<file path="config.mk">
export PLATFORM = sky130hd
export DESIGN_NAME = pmem_loader
export DESIGN_NICKNAME = d
export VERILOG_FILES = /design/src/rtl/pmem_loader.sv
export SDC_FILE = /design/constraint.sdc
export NUM_CORES = 1
export LEC_CHECK = 0
export ABC_CLOCK_PERIOD_IN_PS = 1810
export CORE_MARGIN = 2
export CORE_UTILIZATION = 44
export DETAILED_ROUTE_END_ITERATION = 7
export GPL_ROUTABILITY_DRIVEN = 1
export GPL_TIMING_DRIVEN = 0
export PLACE_DENSITY = 0.87
export SLEW_MARGIN = 25
export SYNTH_ARGS = -nofsm -noshare
export SYNTH_HDL_FRONTEND = slang
export SYNTH_SLANG_ARGS = --single-unit
</file>
<file path="constraint.sdc">
create_clock -name clock -period 1.81 [get_ports clock]
set_input_delay 0.4525 -clock clock [delete_from_list [all_inputs] [get_ports clock]]
set_output_delay 0.4525 -clock clock [all_outputs]
set_load 0.03 [all_outputs]
</file>
<file path="src/rtl/pmem_loader.sv">
// Program-memory loader: encodes a brainfuck source byte stream into 3-bit opcodes written from address 0.
// Optional bracket balance check is enabled by defining PMEM_LOADER_BRACKET_CHECK_EN.
module pmem_loader #(
    parameter int ADDR_W  = 16,
    parameter int DEPTH   = 65536,
    parameter int DEPTH_W = 17
) (
    input  logic               clock,
    input  logic               reset_n,
    input  logic               start,
    input  logic               in_valid,
    output logic               in_ready,
    input  logic [7:0]         in_data,
    output logic               pmem_we,
    output logic [ADDR_W-1:0]  pmem_addr,
    output logic [2:0]         pmem_data,
    output logic               busy,
    output logic               done,
    output logic               error,
    output logic [DEPTH_W-1:0] length
);

    typedef enum logic [1:0] {S_IDLE, S_LOAD, S_DONE, S_ERROR} state_t;

    // Returns {is_command, opcode}.
    function automatic logic [3:0] encode(input logic [7:0] b);
        case (b)
            8'h2B:   return 4'b1_000; // +
            8'h2D:   return 4'b1_001; // -
            8'h3E:   return 4'b1_010; // >
            8'h3C:   return 4'b1_011; // <
            8'h5B:   return 4'b1_100; // [
            8'h5D:   return 4'b1_101; // ]
            8'h2E:   return 4'b1_110; // .
            8'h2C:   return 4'b1_111; // ,
            default: return 4'b0_000;
        endcase
    endfunction

    state_t               state_q, state_d;
    logic                 in_ready_q, in_ready_d;
    logic                 pmem_we_q, pmem_we_d;
    logic [ADDR_W-1:0]    pmem_addr_q, pmem_addr_d;
    logic [2:0]           pmem_data_q, pmem_data_d;
    logic                 busy_q, busy_d;
    logic                 done_q, done_d;
    logic                 error_q, error_d;
    logic [DEPTH_W-1:0]   length_q, length_d;
`ifdef PMEM_LOADER_BRACKET_CHECK_EN
    logic [DEPTH_W-1:0]   depth_q, depth_d;
`endif

    logic       cmd_vld;
    logic [2:0] cmd_op;
    logic       accept;

    assign {cmd_vld, cmd_op} = encode(in_data);
    assign accept = (state_q == S_LOAD) && in_valid && in_ready_q;

    always_comb begin
        state_d     = state_q;
        in_ready_d  = in_ready_q;
        pmem_we_d   = 1'b0;
        pmem_addr_d = pmem_addr_q;
        pmem_data_d = pmem_data_q;
        busy_d      = busy_q;
        done_d      = done_q;
        error_d     = error_q;
        length_d    = length_q;
`ifdef PMEM_LOADER_BRACKET_CHECK_EN
        depth_d     = depth_q;
`endif
        case (state_q)
            S_LOAD: begin
                if (accept) begin
                    if (cmd_vld) begin
                        if (length_q == DEPTH_W'(DEPTH)) begin
                            state_d    = S_ERROR;
                            in_ready_d = 1'b0;
                            busy_d     = 1'b0;
                            error_d    = 1'b1;
                        end
`ifdef PMEM_LOADER_BRACKET_CHECK_EN
                        else if (cmd_op == 3'd5 && depth_q == '0) begin
                            state_d    = S_ERROR;
                            in_ready_d = 1'b0;
                            busy_d     = 1'b0;
                            error_d    = 1'b1;
                        end
`endif
                        else begin
                            pmem_we_d   = 1'b1;
                            pmem_addr_d = length_q[ADDR_W-1:0];
                            pmem_data_d = cmd_op;
                            length_d    = length_q + DEPTH_W'(1);
`ifdef PMEM_LOADER_BRACKET_CHECK_EN
                            if (cmd_op == 3'd4) depth_d = depth_q + DEPTH_W'(1);
                            if (cmd_op == 3'd5) depth_d = depth_q - DEPTH_W'(1);
`endif
                        end
                    end else if (in_data == 8'h00) begin
                        state_d    = S_DONE;
                        in_ready_d = 1'b0;
                        busy_d     = 1'b0;
                        done_d     = 1'b1;
`ifdef PMEM_LOADER_BRACKET_CHECK_EN
                        // Unclosed '[' at the terminator aborts instead of completing.
                        if (depth_q != '0) begin
                            state_d = S_ERROR;
                            done_d  = 1'b0;
                            error_d = 1'b1;
                        end
`endif
                    end
                end
            end
            default: begin
                if (start) begin
                    state_d    = S_LOAD;
                    in_ready_d = 1'b1;
                    busy_d     = 1'b1;
                    done_d     = 1'b0;
                    error_d    = 1'b0;
                    length_d   = '0;
`ifdef PMEM_LOADER_BRACKET_CHECK_EN
                    depth_d    = '0;
`endif
                end
            end
        endcase
    end

    always_ff @(posedge clock or negedge reset_n) begin
        if (!reset_n) begin
            state_q     <= S_IDLE;
            in_ready_q  <= 1'b0;
            pmem_we_q   <= 1'b0;
            pmem_addr_q <= '0;
            pmem_data_q <= '0;
            busy_q      <= 1'b0;
            done_q      <= 1'b0;
            error_q     <= 1'b0;
            length_q    <= '0;
`ifdef PMEM_LOADER_BRACKET_CHECK_EN
            depth_q     <= '0;
`endif
        end else begin
            state_q     <= state_d;
            in_ready_q  <= in_ready_d;
            pmem_we_q   <= pmem_we_d;
            pmem_addr_q <= pmem_addr_d;
            pmem_data_q <= pmem_data_d;
            busy_q      <= busy_d;
            done_q      <= done_d;
            error_q     <= error_d;
            length_q    <= length_d;
`ifdef PMEM_LOADER_BRACKET_CHECK_EN
            depth_q     <= depth_d;
`endif
        end
    end

    assign in_ready  = in_ready_q;
    assign pmem_we   = pmem_we_q;
    assign pmem_addr = pmem_addr_q;
    assign pmem_data = pmem_data_q;
    assign busy      = busy_q;
    assign done      = done_q;
    assign error     = error_q;
    assign length    = length_q;

endmodule

</file>
==> impl_results.md <==
- Status: complete, but fails checks
- Failing checks: setup timing
- Synth async-reset ratio: 100%
- # hold bufs at CTS: 0
- CP startpoint kind: register
- Top cell types by occurrence after synthesis: nand2_1, dfrtp_1, nor2_1
- Worst min-delay path class: input pin to asynchronous set/reset pin
- Clk sink count: 42
- Worst Tran Pin Value: between 0.5 and 0.6 ns
- Cell leakage power: 0.00186 uW
- Crit path capture type: register
- Worst r2r src: length[0]
- # rows: 25
- Clk slew on worst S/H paths: approximately 0.090 ns
- Final Hold Fails: 0
- Final setup fails: 32
- CTS Buf Count: 5
- VDD IR max: approximately 0.54 mV
- RSZ-0062 raised after global routing: true
- Ports: 53
- Avg WL per Cell: between 15 and 20 um
- Pin count of the biggest net entering global routing: 24
- Fin nets: between 300 and 400
- Largest area contributor in the netlist: dfrtp_1
- Synth Flop Type: dfrtp_1
- Max-Cap Viols: 0
- Count leader, synth: nand2_1
- Vias per cell: about 5.9
- Layout area overhead: 62.3%
- Hpwl dp: 4.02 mm
- First-pass GRT wire length: between 10 and 15 mm
- RR Endpoint: length[1]
- Height of the die: 73.8 um
- Pwr Total: around 2500 uW
- Post-synth EDFFs: 0
- Cell Pwr Density: about 730 nW/um2
- Fraction of layout instances using a drive strength above 1: 33.8%
- Minimum clock period: 2.00 ns
- Htree depth: 2
- Fillers: between 200 and 300
- Synth unique cells: 47
- Synth Area per Inst: 9.20 um2
- IO buf count: 52
- Die area: 5450 um2
- Slew Limit Fails: 0
- CTS tree: done
- Worst hold slack: between 0.1 and 0.15 ns
- Worst-Skew Late Latency: 0.31 ns
- GRT Overall Usage: 25.2%
- Final worst setup slack: -0.193 ns
- Synth warn: 0
- Final critical-path share of the clock period: 111%
- Combinational share of power: between 30% and 40%
- DR vias: 2393
- Sequential power share: between 40% and 50%
- TritonRoute pass-1 iters: 7
- Vias in the first global route: about 2.2k
- GP Congestion: about 0.86
- Total Routed Length: 7.46 mm
- R2R depth: 9
- Netlist Area Pre-Place: between 2000 and 2500 um2
- Mapped Nets: ~250
- Sw frac: 34.0%
- Number of remaining DRC errors: 0
- Largest cells by area after synthesis: dfrtp_1, nand2_1, mux2i_1, and3_1, nand4_1
- Critical Path Fanout Max: 9
- Critical path class: register to register
- R2R Setup Slk: -0.19 ns
- Sw power: about 860 uW
- FF+latch count, synth: 42
- Syn Inst Count: around 230
- Root Buffer: clkbuf_8
- Power Internal: 1670 uW
- Die width: 73.8 um
- Max Clk Rate: 499 MHz
- CORE AREA: about 4700 um2
- Max transition margin: 65.3%
- Gr ovfl total: 0
- Clock buffer depth: 2
- Clk pwr share: a little under a quarter
- Initial DRC count: 300
- Crit path DAT: roughly 2.2 ns
- Skew final: ~0.017 ns
- Seq/Total Area, Yosys: about half
- Initial Util: 45.4%
- Worst EP required: ~2.0 ns
- Initial antenna violation count: 1
- Post-DRT Antenna Nets: 0
- Post-synth top area share: 49.0%
==> worst max path at each step <==
stage               start    endpoint  slack, ns
2_1_floorplan   length[0]  length[15]      -0.11
3_3_place_gp      reset_n   length[7]      -0.91
3_5_place_dp   in_data[5]  length[15]      -0.75
4_1_cts         length[0]  length[15]      -0.11
5_1_grt         length[0]   length[1]      -0.23
6_report        length[0]   length[1]      -0.19
==> state kept, by name (all words and copies together), names as in the netlist <==
| register | cells |
|---|---|
| busy | 1 |
| done | 1 |
| error | 1 |
| length | 17 |
| pmem_addr | 16 |
| pmem_data | 3 |
| pmem_we | 1 |
| state_q | 2 |
==> worst max-delay path, stage by stage (launching register included) <==
cell and delay [ns]:
dfrtp_2 0.46, inv_2 0.11, ha_4 0.14, nor4b_4 0.24, nand4_4 0.15, o211ai_4 0.16, buf_6 0.22, buf_6 0.15
nand2_2 0.07, o21ai_1 0.21
==> cells in the final DEF, fill, tap and decap left out, drive strengths merged, types with 2 or more instances in the layout <==
cell / n
o21ai: 8
nor2b: 2
nor2: 12
inv: 5
and3: 8
a21oi: 3
mux2i: 6
ha: 2
nand2b: 2
nor3b: 2
nand3: 7
a211o: 5
clkdlybuf4s50: 19
and2: 2
o21a: 2
dfrtp: 42
dlymetal6s2s: 8
dlygate4sd2: 17
nor4: 6
nor4b: 3
nand2: 67
o31ai: 2
o211ai: 3
and4: 2
buf: 55
nor3: 8
nand4: 9
clkbuf: 12
clkinv: 2
clkdlybuf4s15: 2
o2111a: 2
==> power by group through the flow <==
stage          clock [uW]  sequential [uW]  combinational [uW]
2_1_floorplan           0             1150                 232
3_3_place_gp            0             1070                 521
3_5_place_dp            0             1070                 540
4_1_cts               583             1050                 736
5_1_grt               639             1050                 917
6_report              602             1050                 876
==> metal layers <==
metal | part of all wire [%] | track usage, %
met5 | 0 | 0
met4 | 3.0 | 10.1
met3 | 6.8 | 4.39
met2 | 53 | 43.9
met1 | 37 | 30.5
==> stage by stage <==
| stage | std cells | utilization, % | cell area [um2] | setup slack, ns | TNS (ns) |
|---|---|---|---|---|---|
| after CTS | 395 | 68.6 | 3240 | -0.114 | -0.718 |
| after floorplan | 233 | - | 2200 | -0.108 | -0.900 |
| after detailed placement | 353 | 59.9 | 2830 | -0.746 | -26.81 |
| final | 405 | 73.7 | 3480 | -0.193 | -1.74 |
| after global placement | 352 | 59.5 | 2810 | -0.912 | -58.25 |
| after global routing | 405 | 73.7 | 3480 | -0.228 | -4.02 |
==> area by class of cell <==
cell class	count	area [um2]	share of cell area (%)
antenna	1	2.50	0.0719
buffer	11	110	3.16
clock buffer	6	72.6	2.08
clock inverter	2	10.0	0.288
inverter	5	23.8	0.683
multi-input combinational	175	1220	34.9
sequential	42	1060	30.4
tap	67	83.8	2.41
timing repair buffer	96	902	25.9
==> what timing repair did <==
| action | 4_1_cts | 5_1_grt |
|---|---|---|
| setup buffers | 34 | 9 |
| gates resized for setup | 54 | 50 |
| pin swaps | 10 | 17 |
| hold endpoints to repair | 0 | 0 |
| cloned | 0 | 2 |
| endpoints found under the setup margin | 58 | 43 |
==> cells by family after synthesis <==
kind of cell	count (synthesis)	synth area share [%]
AO/OA/AOI/OAI	32	11.8
XOR/XNOR	1	0.408
adder cells (fa/ha/maj)	2	1.17
buffers and inverters	16	4.26
flip-flops	42	49.0
multiplexers	6	2.80
AND/OR/NAND/NOR	134	30.6
(Power assumes the default switching activity.)
